==> src/rtl/fifo_arb_pkg.sv <==
// Shared types and width helpers for the FIFO write-port arbiter.
package fifo_arb_pkg;

  typedef enum logic {
    IDLE  = 1'b0,
    BURST = 1'b1
  } arb_state_e;

  // Minimum number of bits needed to encode the values 0..value-1.
  function automatic int clog2(input int value);
    int w;
    w = 0;
    while ((1 << w) < value) w++;
    return w;
  endfunction

endpackage

==> src/rtl/fifo_wr_arbiter_rr_pick.sv <==
// Combinational round-robin picker: the first asserted req searching upward
// from last+1, wrapping modulo NUM_REQ.
module rr_pick
  import fifo_arb_pkg::*;
#(
  parameter int NUM_REQ = 4,
  parameter int IDX_W   = clog2(NUM_REQ)
) (
  input  logic [NUM_REQ-1:0] req,
  input  logic [IDX_W-1:0]   last,
  output logic               valid,
  output logic [IDX_W-1:0]   idx
);

  logic [IDX_W-1:0] idx_c;

  // Walk from the farthest candidate to the nearest so the nearest one wins.
  always_comb begin
    valid = 1'b0;
    idx   = '0;
    idx_c = '0;
    for (int off = NUM_REQ; off >= 1; off--) begin
      idx_c = IDX_W'((int'(last) + off) % NUM_REQ);
      if (req[idx_c]) begin
        valid = 1'b1;
        idx   = idx_c;
      end
    end
  end

endmodule

==> src/rtl/fifo_wr_arbiter.sv <==
// Round-robin arbiter sharing one FIFO write port among NUM_REQ producers,
// with bounded bursts and stall on FIFO full.
module fifo_wr_arbiter
  import fifo_arb_pkg::*;
#(
  parameter int DATA_WIDTH = 8,
  parameter int NUM_REQ    = 4,
  parameter int MAX_BURST  = 4
) (
  input  logic                          clk,
  input  logic                          rst,
  input  logic [NUM_REQ-1:0]            req,
  input  logic [NUM_REQ*DATA_WIDTH-1:0] req_data,
  output logic [NUM_REQ-1:0]            gnt,
  output logic [NUM_REQ-1:0]            ack,
  input  logic                          fifo_full,
  output logic                          fifo_wr_en,
  output logic [DATA_WIDTH-1:0]         fifo_data_in
);

  localparam int IDX_W = clog2(NUM_REQ);
  localparam int CNT_W = clog2(MAX_BURST + 1);
  localparam logic [CNT_W-1:0] CNT_LAST = CNT_W'(MAX_BURST - 1);

  arb_state_e           state_q, state_d;
  logic [IDX_W-1:0]     owner_q, owner_d;
  logic [IDX_W-1:0]     last_q, last_d;
  logic [CNT_W-1:0]     cnt_q, cnt_d;
  logic [NUM_REQ-1:0]   gnt_q, gnt_d;

  logic                  pick_valid;
  logic [IDX_W-1:0]      pick_idx;
  logic                  wr_any;
  logic                  req_owner;
  logic [DATA_WIDTH-1:0] data_mux;

  rr_pick #(
    .NUM_REQ (NUM_REQ),
    .IDX_W   (IDX_W)
  ) u_rr_pick (
    .req   (req),
    .last  (last_q),
    .valid (pick_valid),
    .idx   (pick_idx)
  );

  // gnt_q is one-hot on the owner, so masking with it selects the owner's lane.
  assign ack        = gnt_q & req & {NUM_REQ{~fifo_full}};
  assign wr_any     = |ack;
  assign req_owner  = |(gnt_q & req);
  assign gnt        = gnt_q;
  assign fifo_wr_en = wr_any;

  always_comb begin
    data_mux = '0;
    for (int i = 0; i < NUM_REQ; i++) begin
      if (gnt_q[i]) data_mux = data_mux | req_data[i*DATA_WIDTH +: DATA_WIDTH];
    end
  end

  assign fifo_data_in = data_mux;

  always_comb begin
    state_d = state_q;
    owner_d = owner_q;
    last_d  = last_q;
    cnt_d   = cnt_q;
    gnt_d   = gnt_q;
    case (state_q)
      IDLE: begin
        gnt_d = '0;
        if (pick_valid && !fifo_full) begin
          owner_d = pick_idx;
          gnt_d   = NUM_REQ'(1) << pick_idx;
          cnt_d   = '0;
          state_d = BURST;
        end
      end
      BURST: begin
        if (wr_any) cnt_d = cnt_q + 1'b1;
        // A full FIFO alone never ends the burst; the owner keeps its slot.
        if ((wr_any && cnt_q == CNT_LAST) || !req_owner) begin
          gnt_d   = '0;
          last_d  = owner_q;
          cnt_d   = '0;
          state_d = IDLE;
        end
      end
      default: state_d = IDLE;
    endcase
  end

  always_ff @(posedge clk or posedge rst) begin
    if (rst) begin
      state_q <= IDLE;
      owner_q <= '0;
      last_q  <= IDX_W'(NUM_REQ - 1);
      cnt_q   <= '0;
      gnt_q   <= '0;
    end else begin
      state_q <= state_d;
      owner_q <= owner_d;
      last_q  <= last_d;
      cnt_q   <= cnt_d;
      gnt_q   <= gnt_d;
    end
  end

endmodule

==> config.mk <==
export PLATFORM = sky130hd
export DESIGN_NAME = fifo_wr_arbiter
export DESIGN_NICKNAME = d
export VERILOG_FILES = /design/src/rtl/fifo_arb_pkg.sv /design/src/rtl/fifo_wr_arbiter_rr_pick.sv /design/src/rtl/fifo_wr_arbiter.sv
export SDC_FILE = /design/constraint.sdc
export NUM_CORES = 1
export LEC_CHECK = 0
export CORE_AREA = 5 5 69 52
export DETAILED_ROUTE_END_ITERATION = 8
export DIE_AREA = 0 0 74 57
export PLACE_DENSITY_LB_ADDON = 0.15
export SKIP_LAST_GASP = 1
export SLEW_MARGIN = 20
export SYNTH_ARGS = -nofsm -noshare
export SYNTH_HDL_FRONTEND = slang
export SYNTH_SLANG_ARGS = --single-unit
==> constraint.sdc <==
create_clock -name clk -period 1.8 [get_ports clk]
set_input_delay 0.54 -clock clk [delete_from_list [all_inputs] [get_ports clk]]
set_output_delay 0.54 -clock clk [all_outputs]
set_load 0.01 [all_outputs]
* Yosys cells after proc, flatten, opt, wreduce, memory -nomap -nowiden
Cells that the tools add are included. Widths: inputs -> output; s select.
Storage, ports and cells: input bits 39, output and inout bits 17, word-level logic and storage cells 66, bits in registers 12
Cells by class: multiplexer cells 30, reduce and logical (&&, ||, !) cells 10, magnitude comparators 4, add/subtract/negate cells 5, shift operators 1, equal/unequal tests 4, bitwise gates (word level) 7
Operators by type and width (number):
- $mux 8 | 4
- $or 8x8->8 | 3
- $lt 2x3->1 const B | 4
- $mux 1 | 10
- $mux 3 | 3
- $and 4x4->4 | 2
- $bmux 1 s2 | 4
- $mux 2 | 4
- $mux 4 | 2
- $pmux 4 s2 | 1
- $reduce_or 4->1 | 2
- $pmux 3 s2 | 1
- $reduce_and 2->1 | 3
- $add 2x1->2 const B | 2
- $add 2x2->2 const B | 2
- $shl 1x2->4 const A | 1
- $add 3x1->3 const B | 1
- $eq 3x2->1 const B | 1
- $ne 3x1->1 const B | 1
- $logic_and 1x1->1 | 2
- $logic_not 1->1 | 2
- $ne 2x1->1 const B | 1
- $ne 2x2->1 const B | 1
- $not 1->1 | 2
- other kinds (2) | 2

* Depth between registers and ports, before layout
Gate-level depths: netlist (run 1).
word-level depth 10, mapped depth 5

* Modules after synthesis
Synthesis (run 1) repeated with hierarchy kept, for this count alone.
Unflattened totals: cells, all modules 106, area, all modules 922.1 um^2
By module, submodules not included:
- fifo_wr_arbiter | cells each 92, area each 830.8 um^2, times used 1, seq. area each 302.8 um^2
- rr_pick | cells each 14, area each 91.3 um^2, times used 1, seq. area each 0.0 um^2

* Worst setup path before layout (run 1)
OpenSTA, ideal clock, no wires.
path kind input to output, start point input port fifo_full, end point output port fifo_wr_en, stages 3, data arrival time 1.376 ns, path slack -0.116 ns, buffers on the path 0, cell sequence inv_2 > and3_1 > or4_1
On the way: longest elaborated chain between the ends 3
RTL lines:
- start, declared | line fifo_wr_arbiter.sv:16 | input logic fifo_full,
- $not 1->1 | line fifo_wr_arbiter.sv:48 | assign ack = gnt_q & req & {NUM_REQ{~fifo_full}};
- $and 4x4->4 | line fifo_wr_arbiter.sv:48
- via ack[2] | line fifo_wr_arbiter.sv:15 | output logic [NUM_REQ-1:0] ack,
- $reduce_or 4->1 | line fifo_wr_arbiter.sv:49 | assign wr_any = |ack;
- end, declared | line fifo_wr_arbiter.sv:17 | output logic fifo_wr_en,
The timed path passes the listed nets, and every way through them passes these cells.

* Final worst setup path (run 1)
start point input port fifo_full, end point output port fifo_wr_en
On the way: longest elaborated chain between the ends 3
RTL lines (line):
- $not 1->1 | fifo_wr_arbiter.sv:48
- $and 4x4->4 | fifo_wr_arbiter.sv:48
- $reduce_or 4->1 | fifo_wr_arbiter.sv:49
No other way between the ends.

==> run_results.csv, run 1 <==
group,metric,value,unit
synth,synth.area.top_cells,"dfrtp_1 (29%), a22oi_1 (14%), nand2_1 (6.5%)",
hold_path,hp-class,"reg -> reg",
cells_and_area,area_growth,85.6,%
route,num_vias,1051,
clocking,root_buffer,"clkbuf_8",
placed_design,io_buffers,55,
synth,synthMuxAreaShare,5.05,%
critical_path,cp-start-kind,"primary input",
route,postRouteAntennaNets,0,
synth,synth-simple-area-share,18.3,%
clocking,cts_tree,"yes",
die,ios,56,
power,p_sw,514,uW
sta,timing.final.ws_setup,-0.220,ns
job,maxCapViolCount,0,
synth,syn_inst,94,
route,wl_met1,1520,um
sta,slew_headroom,67.6,%
power,vdd_drop_max,0.000652,V
critical_path,path_class,"in -> out",
critical_path,worstPathArrival,1.48,ns
cells_and_area,layout.nets,209,
critical_path,cp-end-kind,"output port",
power,comb_power_share,49.6,%
cells_and_area,post-route-util,54.4,%
critical_path,reg2regPathDepth,5,
sta,post-route-period-util,112,%
synth,synth_largest_area_cell,"dfrtp_1",
synth,synthesis.area,867,um2
route,wl,3260,um
hold_path,holdPathEnd,"last_q[0]",
synth,ys_seq_elements,12,
outcome,outcome,"finished, violations left",
sta,finClkSkew,0.00246,ns
route,detail_route.wl_per_cell,15.9,um
critical_path,critPathMaxStageDelay,0.52,ns
sta,max_freq,495,MHz
clocking,clkLatencyLatePin,0.24,ns
die,fp.dieH,57,um
critical_path,cp.required,1.26,ns
synth,synth_nets,135,
clocking,htree_levels,1,
outcome,violations,"setup timing",
power,clkPwrFrac,20.7,%
sta,rsz0062_at_grt,"yes",
clocking,cts_setup_buffers,0,
critical_path,rrSetupSlack,0.12,ns
critical_path,crit_fanout,5,
sta,maxSlewViolCount,0,
die,core_area,2960,um2
die,dieArea,4220,um2
cells_and_area,mostFrequentLayoutCell,"dlygate4sd2_1",
synth,synth_compound_area_share,35.1,%
clocking,cts_buffers,3,
synth,syn_avg_cell_area,9.22,um2
grt,grt_start_max_net_pins,13,
placed_design,place_hpwl,2600,um
clocking,cts.clk_slew.worst_paths,0.06,ns
sta,finalSetupViolations,1,
sta,min_period,2.02,ns
synth,yosysUniqueCellTypes,35,
sta,hold_ws,0.489,ns
power,pwr-share-seq,29.7,%
cells_and_area,antenna_cells,0,
clocking,cts_hold_buffers,0,
power,power.static_leakage,0.000803,uW
hold_path,min_path_cells,1,
die,die_w,74,um
die,initial_core_util,29.3,%
placed_design,dp_slack,-1.00,ns
power,p_per_area,892,nW/um2
clocking,cts_sinks,12,
critical_path,reg2reg_to,"cnt_q[2]",
clocking,cts_buffer_depth,2,
power,netSwitchingFraction,35.8,%
synth,yosys.area_share.xor_xnor,0,%
synth,yosys_warnings,0,
route,dr.max_layer_used,"met4",
route,wl_met2,1470,um
synth,synth_top_family_by_area,"compound AO/OA/AOI/OAI gates",
critical_path,crit_chain,"buf_8 > inv_6 > and3_4 > or4_4 > buf_6",
cells_and_area,layout_common_cells,"dlygate4sd2_1 (40), nand2_1 (15), buf_4 (15)",
critical_path,r2r_start,"cnt_q[0]",
route,dr.pass1.iters,4,
route,viasPerCell,5.13,
sta,finalHoldViolations,0,
grt,grt_pass1_vias,1051,
cells_and_area,drive_gt1_share,34.7,%
synth,synth_top_area_share,28.9,%
route,route.detailed.drc,0,
power,internal-power,921,uW
hold_path,holdCritStartpoint,"owner_q[0]",
grt,grt_antenna_before_repair,0,
placed_design,place_congestion,0.867,
grt,grt_pass1_wl,5110,um
sta,tightestPinTransition,0.486,ns
die,num_rows,17,
route,drt-initial-drc-count,44,
synth,seq_area_frac_synth,34.9,%
synth,synthAdderAreaFrac,2.89,%
sta,setup_tns,-0.220,ns
power,finalPower,1440,uW
grt,grt.total_usage,15.5,%
grt,overflow,0,
route,met3WireLength,247,um
critical_path,critPathSlowestCell,"or4_4",
worst max path at each step:
stage                          from          to  slack (ns)  depth (start not counted)
after floorplan              gnt[3]  fifo_wr_en       -0.04                          3
after global placement    fifo_full  fifo_wr_en        -1.0                          5
after detailed placement  fifo_full  fifo_wr_en       -1.00                          5
after CTS                 fifo_full  fifo_wr_en       -0.23                          5
after global routing      fifo_full  fifo_wr_en       -0.24                          5
final                     fifo_full  fifo_wr_en       -0.22                          5
repair_timing:
action,CTS,global route
pin swaps,27,2
setup endpoints to repair,27,10
gates resized for setup,101,12
cloned,0,1
final cells by class:
| class | instances | area (um2) |
|---|---|---|
| clock buffer | 4 | 55.1 |
| multi-input combinational | 74 | 591 |
| sequential | 12 | 303 |
| inverter | 4 | 20.0 |
| tap | 38 | 47.5 |
| fill | 297 | 1350 |
| timing repair buffer | 73 | 593 |
power groups by stage:
stage / Sequential (uW) / Clock (uW) / Combinational, uW
after global placement: 423 / 0 / 762
after CTS: 421 / 307 / 690
after floorplan: 421 / 0 / 369
final: 426 / 297 / 712
after global routing: 436 / 325 / 776
after detailed placement: 425 / 0 / 773
metal layers:
| layer | global-route usage (%) | up-vias |
|---|---|---|
| met4 | 1.81 | 0 |
| met3 | 5.28 | 2 |
| met5 | 0 | - |
| met2 | 24.9 | 33 |
| li1 | - | 513 |
| met1 | 20.9 | 503 |
synth_stat cells (all sizes together):
library cell  number
dfrtp             10
and3               4
nand2             15
a21o               1
a21oi              1
o41ai              2
and2               2
a22o               3
mux2               3
or4                1
nor4               1
dfstp              2
a22oi             18
nand3b             1
inv                4
nor3               1
mux2i              1
a31oi              2
buf                2
or3                1
ha                 2
o21ai              5
a221oi             1
o221ai             1
clkbuf             2
o31ai              2
nor2b              1
nand2b             3
nor2               2
worst max-delay path, delay by kind of cell:
kind	cells	cell delay [ns]
simple gates	2	0.69
buf+inv	3	0.25
flip-flops by register name (all words and copies together), names as in the netlist:
signal / count
gnt: 4
state_q: 1
owner_q: 2
last_q: 2
cnt_q: 3
logic make-up after synthesis:
| logic type | Yosys count |
|---|---|
| compound gates | 36 |
| simple gates | 32 |
| flops | 12 |
| buf+inv | 8 |
| mux | 4 |
| fa+ha+maj | 2 |
metrics by stage:
stage	cell area, um2	cells
after detailed placement	1590	200
after CTS	1580	204
final	1610	205
after global routing	1610	205
after global placement	1590	200
after floorplan	893	94
Power figures use the tool's default switching activity.
==> run 2: changes to the inputs <==
--- a/config.mk
+++ b/config.mk
@@ -8,6 +8,7 @@
 export CORE_AREA = 5 5 69 52
 export DETAILED_ROUTE_END_ITERATION = 8
 export DIE_AREA = 0 0 74 57
+export GPL_TIMING_DRIVEN = 0
 export PLACE_DENSITY_LB_ADDON = 0.15
 export SKIP_LAST_GASP = 1
 export SLEW_MARGIN = 20
==> run 2 against run 1 <==
Effect of this change: the run still ends with setup timing left; clock skew rose by 0.00065 ns; die area did not move; utilization rose by 2.3 points; critical path depth fell by 1; wire length fell by 0.98%; via count fell by 2.5%; first-iteration DRC count fell by 70%; largest cell class unchanged.
==> run_results.csv, run 2 (synthesized netlist as in run 1, its figures left out) <==
group,metric,value,unit
sta,setup_tns,-1.34,ns
sta,max_freq,475,MHz
sta,post-route-period-util,117,%
cells_and_area,layout.nets,206,
sta,finClkSkew,0.00312,ns
die,core_area,2960,um2
clocking,cts_buffers,3,
sta,maxSlewViolCount,0,
placed_design,place_congestion,0.787,
clocking,cts_buffer_depth,2,
route,postRouteAntennaNets,0,
clocking,clkLatencyLatePin,0.24,ns
power,power.static_leakage,0.000818,uW
route,viasPerCell,5.07,
die,num_rows,17,
cells_and_area,largest_register_ffs,4,
route,route.detailed.drc,0,
job,maxCapViolCount,0,
sta,slew_headroom,69.5,%
die,dieArea,4220,um2
clocking,cts_tree,"yes",
grt,grt_pass1_vias,991,
cells_and_area,drive_gt1_share,36.0,%
sta,finalSetupViolations,9,
grt,grt_start_max_net_pins,13,
sta,timing.final.ws_setup,-0.304,ns
critical_path,rrSetupSlack,0.15,ns
route,drt-initial-drc-count,13,
cells_and_area,mostFrequentLayoutCell,"clkdlybuf4s50_1",
sta,min_period,2.10,ns
critical_path,critPathSlowestCell,"or4_4",
sta,finalHoldViolations,0,
critical_path,crit_fanout,2,
die,ios,56,
grt,grt_pass1_wl,4830,um
critical_path,cp.required,1.26,ns
placed_design,io_buffers,55,
grt,grt_antenna_before_repair,0,
hold_path,hp-class,"reg -> reg",
clocking,cts.clk_slew.worst_paths,0.05,ns
critical_path,critPathTopFamily,"simple AND/OR/NAND/NOR gates",
grt,grt.total_usage,14.6,%
critical_path,worst-path-buf-inv,2,
placed_design,place_hpwl,2410,um
clocking,cts_sinks,12,
route,dr.pass1.iters,4,
route,detail_route.wl_per_cell,16.0,um
die,initial_core_util,29.3,%
critical_path,crit_chain,"clkbuf_8 > and3_4 > or4_4 > buf_6",
route,num_vias,1025,
critical_path,path_class,"reg -> out",
cells_and_area,antenna_cells,0,
grt,overflow,0,
cells_and_area,register_area,303,um2
outcome,violations,"setup timing",
power,p_per_area,885,nW/um2
cells_and_area,multi_input_area,607,um2
critical_path,cp-start-kind,"flip-flop",
clocking,htree_levels,1,
clocking,root_buffer,"clkbuf_8",
critical_path,worstPathArrival,1.56,ns
critical_path,critPathMaxStageDelay,0.53,ns
placed_design,placed_area,1490,um2
sta,tightestPinTransition,0.456,ns
outcome,outcome,"finished, violations left",
cells_and_area,finalInstanceArea,1680,um2
critical_path,cp-end-kind,"output port",
power,vdd_drop_max,0.000466,V
die,fp.dieH,57,um
die,die_w,74,um
route,wl,3220,um
cells_and_area,fill_cells,273,
cells_and_area,area_growth,93.5,%
sta,rsz0062_at_grt,"yes",
cells_and_area,layout_common_cells,"clkdlybuf4s50_1 (26), nand2_1 (15), a22oi_2 (12), buf_2 (12), dfrtp_1 (10)",
==> run 2: worst paths after layout <==
path,cells after the start,start,endpoint
setup / recovery,4,gnt[0],fifo_wr_en
min in group asynchronous,2,rst,state_q
hold reg to reg,2,owner_q[1],owner_q[1]
hold / removal,2,owner_q[1],owner_q[1]
max in group asynchronous,2,rst,last_q[1]
setup reg to reg,5,cnt_q[0],cnt_q[1]
==> run 2: where the power goes <==
| group | internal, uW | switching, uW | total [uW] |
|---|---|---|---|
| clock | 193 | 96.6 | 290 |
| sequential | 359 | 62.2 | 421 |
| combinational | 418 | 356 | 774 |
==> run 2: repair_timing <==
action,4_1_cts,5_1_grt
setup buffers,7,3
hold buffers,0,0
pin swaps,17,9
cloned,0,1
endpoints found under the hold margin,0,0
gates resized for setup,81,13
endpoints found under the setup margin,25,17
==> run 2: through the flow <==
| step | utilization [%] | setup slack [ns] | total power [uW] | cells | hold slack, ns |
|---|---|---|---|---|---|
| final | 56.7 | -0.304 | 1480 | 202 | 0.477 |
| after global placement | 50.4 | -1.06 | 1120 | 187 | 0.463 |
| after global routing | 56.7 | -0.337 | 1580 | 202 | 0.526 |
| after detailed placement | 50.4 | -1.08 | 1140 | 187 | 0.471 |
| after floorplan | - | -0.0354 | 790 | 94 | 0.403 |
| after CTS | 53.8 | -0.300 | 1440 | 198 | 0.485 |
==> run 2: area by class of cell <==
type                       instances  area share, %
tap                               38           2.83
timing repair buffer              66           35.8
inverter                           4          0.895
clock buffer                       4           3.28
sequential                        12           18.0
buffer                             4           2.98
multi-input combinational         74           36.2
==> run 2: layer usage <==
layer | part of all wire [%] | global-route usage [%] | vias to the layer above
met1 | 44 | 20.0 | 489
met2 | 50 | 24.6 | 24
met4 | 0.31 | 3.10 | 0
met5 | 0 | 0 | -
met3 | 5.9 | 1.94 | 2
li1 | - | - | 510
==> run 2: worst register-to-register path, delay by kind of cell, from the launching register on <==
family	cells	cell delay (ns)
flip-flops	1	0.39
adder cells (fa/ha/maj)	2	0.43
AND/OR/NAND/NOR	1	0.12
AO/OA/AOI/OAI	2	0.62
==> run 3: changes to the inputs <==
--- a/config.mk
+++ b/config.mk
@@ -5,6 +5,7 @@
 export SDC_FILE = /design/constraint.sdc
 export NUM_CORES = 1
 export LEC_CHECK = 0
+export CAP_MARGIN = 20
 export CORE_AREA = 5 5 69 52
 export DETAILED_ROUTE_END_ITERATION = 8
 export DIE_AREA = 0 0 74 57
==> constraint.sdc (replaced) <==
create_clock -name clk -period 1.88 [get_ports clk]
set_input_delay 0.564 -clock clk [delete_from_list [all_inputs] [get_ports clk]]
set_output_delay 0.564 -clock clk [all_outputs]
set_load 0.01 [all_outputs]
==> run 3 against run 2 <==
Effect of this change: sequential share of layout area grew 0.068 points; global-route usage is essentially flat; the run still ends with setup timing left; clock power shrank 16%; first-iteration DRC count grew to 3.2 times the previous value; total power shrank 5.0%; worst hold slack gained 0.0080 ns; critical path depth is the same.
==> run_results.csv, run 3 (synthesized netlist as in run 1, its figures left out) <==
group,metric,value,unit
outcome,outcome,"finished, violations left",
outcome,violations,"setup timing",
power,p_per_area,843,nW/um2
sta,slew_headroom,69.2,%
clocking,cts_tree,"yes",
critical_path,critPathMostFrequentCell,"buf_6",
cells_and_area,drive_gt1_share,33.3,%
cells_and_area,largest_register_ffs,4,
power,power.static_leakage,0.000806,uW
route,wl,3160,um
critical_path,cp-end-kind,"output port",
cells_and_area,fill_cells,266,
grt,overflow,0,
power,pwr-share-seq,29.3,%
critical_path,crit_chain,"buf_6 > and3_4 > or4_4 > buf_6",
critical_path,cp-start-kind,"flip-flop",
sta,min_period,2.13,ns
critical_path,rrSetupSlack,0.22,ns
sta,hold_ws,0.485,ns
power,p_sw,505,uW
route,num_vias,1027,
route,route.detailed.drc,0,
power,clkPwrFrac,17.3,%
cells_and_area,stdcell_count,203,
placed_design,place_congestion,0.813,
cells_and_area,mostFrequentLayoutCell,"clkdlybuf4s50_1",
placed_design,dpl.cell_count,187,
critical_path,critPathTopFamily,"simple AND/OR/NAND/NOR gates",
sta,max_freq,469,MHz
route,viasPerCell,5.06,
power,internal-power,905,uW
sta,finalHoldViolations,0,
placed_design,placed_area,1490,um2
sta,maxSlewViolCount,0,
critical_path,worst-path-buf-inv,2,
cells_and_area,multi_input_area,591,um2
job,maxCapViolCount,0,
clocking,cts_sinks,12,
route,detail_route.wl_per_cell,15.5,um
die,fp.dieH,57,um
placed_design,dp_slack,-1.01,ns
hold_path,hp-class,"reg -> reg",
placed_design,io_buffers,55,
sta,rsz0062_at_grt,"yes",
route,dr.pass1.iters,4,
cells_and_area,finalInstanceArea,1670,um2
power,netSwitchingFraction,35.8,%
critical_path,worstPathArrival,1.57,ns
critical_path,path_class,"reg -> out",
grt,grt_antenna_before_repair,0,
die,core_area,2960,um2
critical_path,critPathMaxStageDelay,0.52,ns
die,initial_core_util,29.3,%
sta,post-route-period-util,113,%
power,comb_power_share,53.4,%
clocking,htree_levels,1,
route,postRouteAntennaNets,0,
die,dieArea,4220,um2
cells_and_area,layout_common_cells,"clkdlybuf4s50_1 (25), nand2_1 (15), buf_2 (11)",
cells_and_area,antenna_cells,0,
clocking,cts_buffer_depth,2,
grt,grt_pass1_wl,4830,um
route,drt-initial-drc-count,41,
clocking,cts_hold_buffers,0,
critical_path,critPathSlowestCell,"or4_4",
die,ios,56,
clocking,cts_buffers,3,
sta,finalSetupViolations,8,
clocking,root_buffer,"clkbuf_8",
cells_and_area,layout.nets,207,
grt,grt_start_max_net_pins,13,
grt,grt_pass1_vias,968,
cells_and_area,register_area,303,um2
critical_path,cp.required,1.32,ns
critical_path,crit_fanout,2,
sta,tightestPinTransition,0.462,ns
clocking,clkLatencyLatePin,0.24,ns
placed_design,place_hpwl,2400,um
die,num_rows,17,
grt,grt.total_usage,14.6,%
cells_and_area,area_growth,92.8,%
power,vdd_drop_max,0.000522,V
sta,finClkSkew,0.00934,ns
sta,timing.final.ws_setup,-0.251,ns
clocking,cts.clk_slew.worst_paths,0.05,ns
die,die_w,74,um
==> run 3: changes by cell type in the layout (fill, tap and decap cells not counted), sizes merged <==
| cell | previous run | this run |
|---|---|---|
| dlymetal6s2s | 5 | 6 |
| dlygate4sd2 | 9 | 10 |
| buf | 25 | 26 |
| clkdlybuf4s50 | 26 | 25 |
| clkbuf | 8 | 7 |
==> run 3: metal layers <==
| metal | part of all wire (%) | up-vias | GRT usage [%] |
|---|---|---|---|
| met5 | 0 | - | 0 |
| met4 | 1.3 | 0 | 3.10 |
| met3 | 6.7 | 4 | 4.23 |
| met2 | 48 | 29 | 23.2 |
| met1 | 44 | 482 | 19.7 |
| li1 | - | 512 | - |
==> run 3: cell type report <==
class,count,area share (%)
timing repair buffer,67,37.1
tap,38,2.84
inverter,4,0.898
clock buffer,4,2.69
buffer,4,2.99
multi-input combinational,74,35.3
sequential,12,18.1
==> run 3: through the flow <==
| stage | total power [uW] | utilization (%) | TNS, ns |
|---|---|---|---|
| global placement | 1080 | 50.3 | -9.36 |
| CTS | 1340 | 52.9 | -0.462 |
| detailed placement | 1090 | 50.3 | -9.24 |
| finish | 1410 | 56.5 | -0.602 |
| global route | 1500 | 56.5 | -1.17 |
| floorplan | 752 | - | 0 |
==> run 3: power groups by stage <==
stage	registers, uW	logic [uW]	clock network [uW]
3_3_place_gp	414	666	0
2_1_floorplan	403	349	0
6_report	413	753	245
4_1_cts	411	682	251
5_1_grt	421	818	262
3_5_place_dp	420	671	0
==> run 3: repair_timing <==
action | CTS | global route
setup buffers | 6 | 5
setup endpoints to repair | 17 | 10
gates cloned | 0 | 1
pin swaps | 21 | 10
resized for setup | 80 | 13
==> run 3: worst paths after layout <==
kind | startpoint | end | cells past startpoint
worst min register to register | owner_q[0] | last_q[0] | 1
worst min-delay path | owner_q[0] | last_q[0] | 1
max in group asynchronous | rst | last_q[0] | 2
worst max-delay path | gnt[3] | fifo_wr_en | 4
worst max register to register | cnt_q[0] | cnt_q[1] | 5
min in group asynchronous | rst | state_q | 2
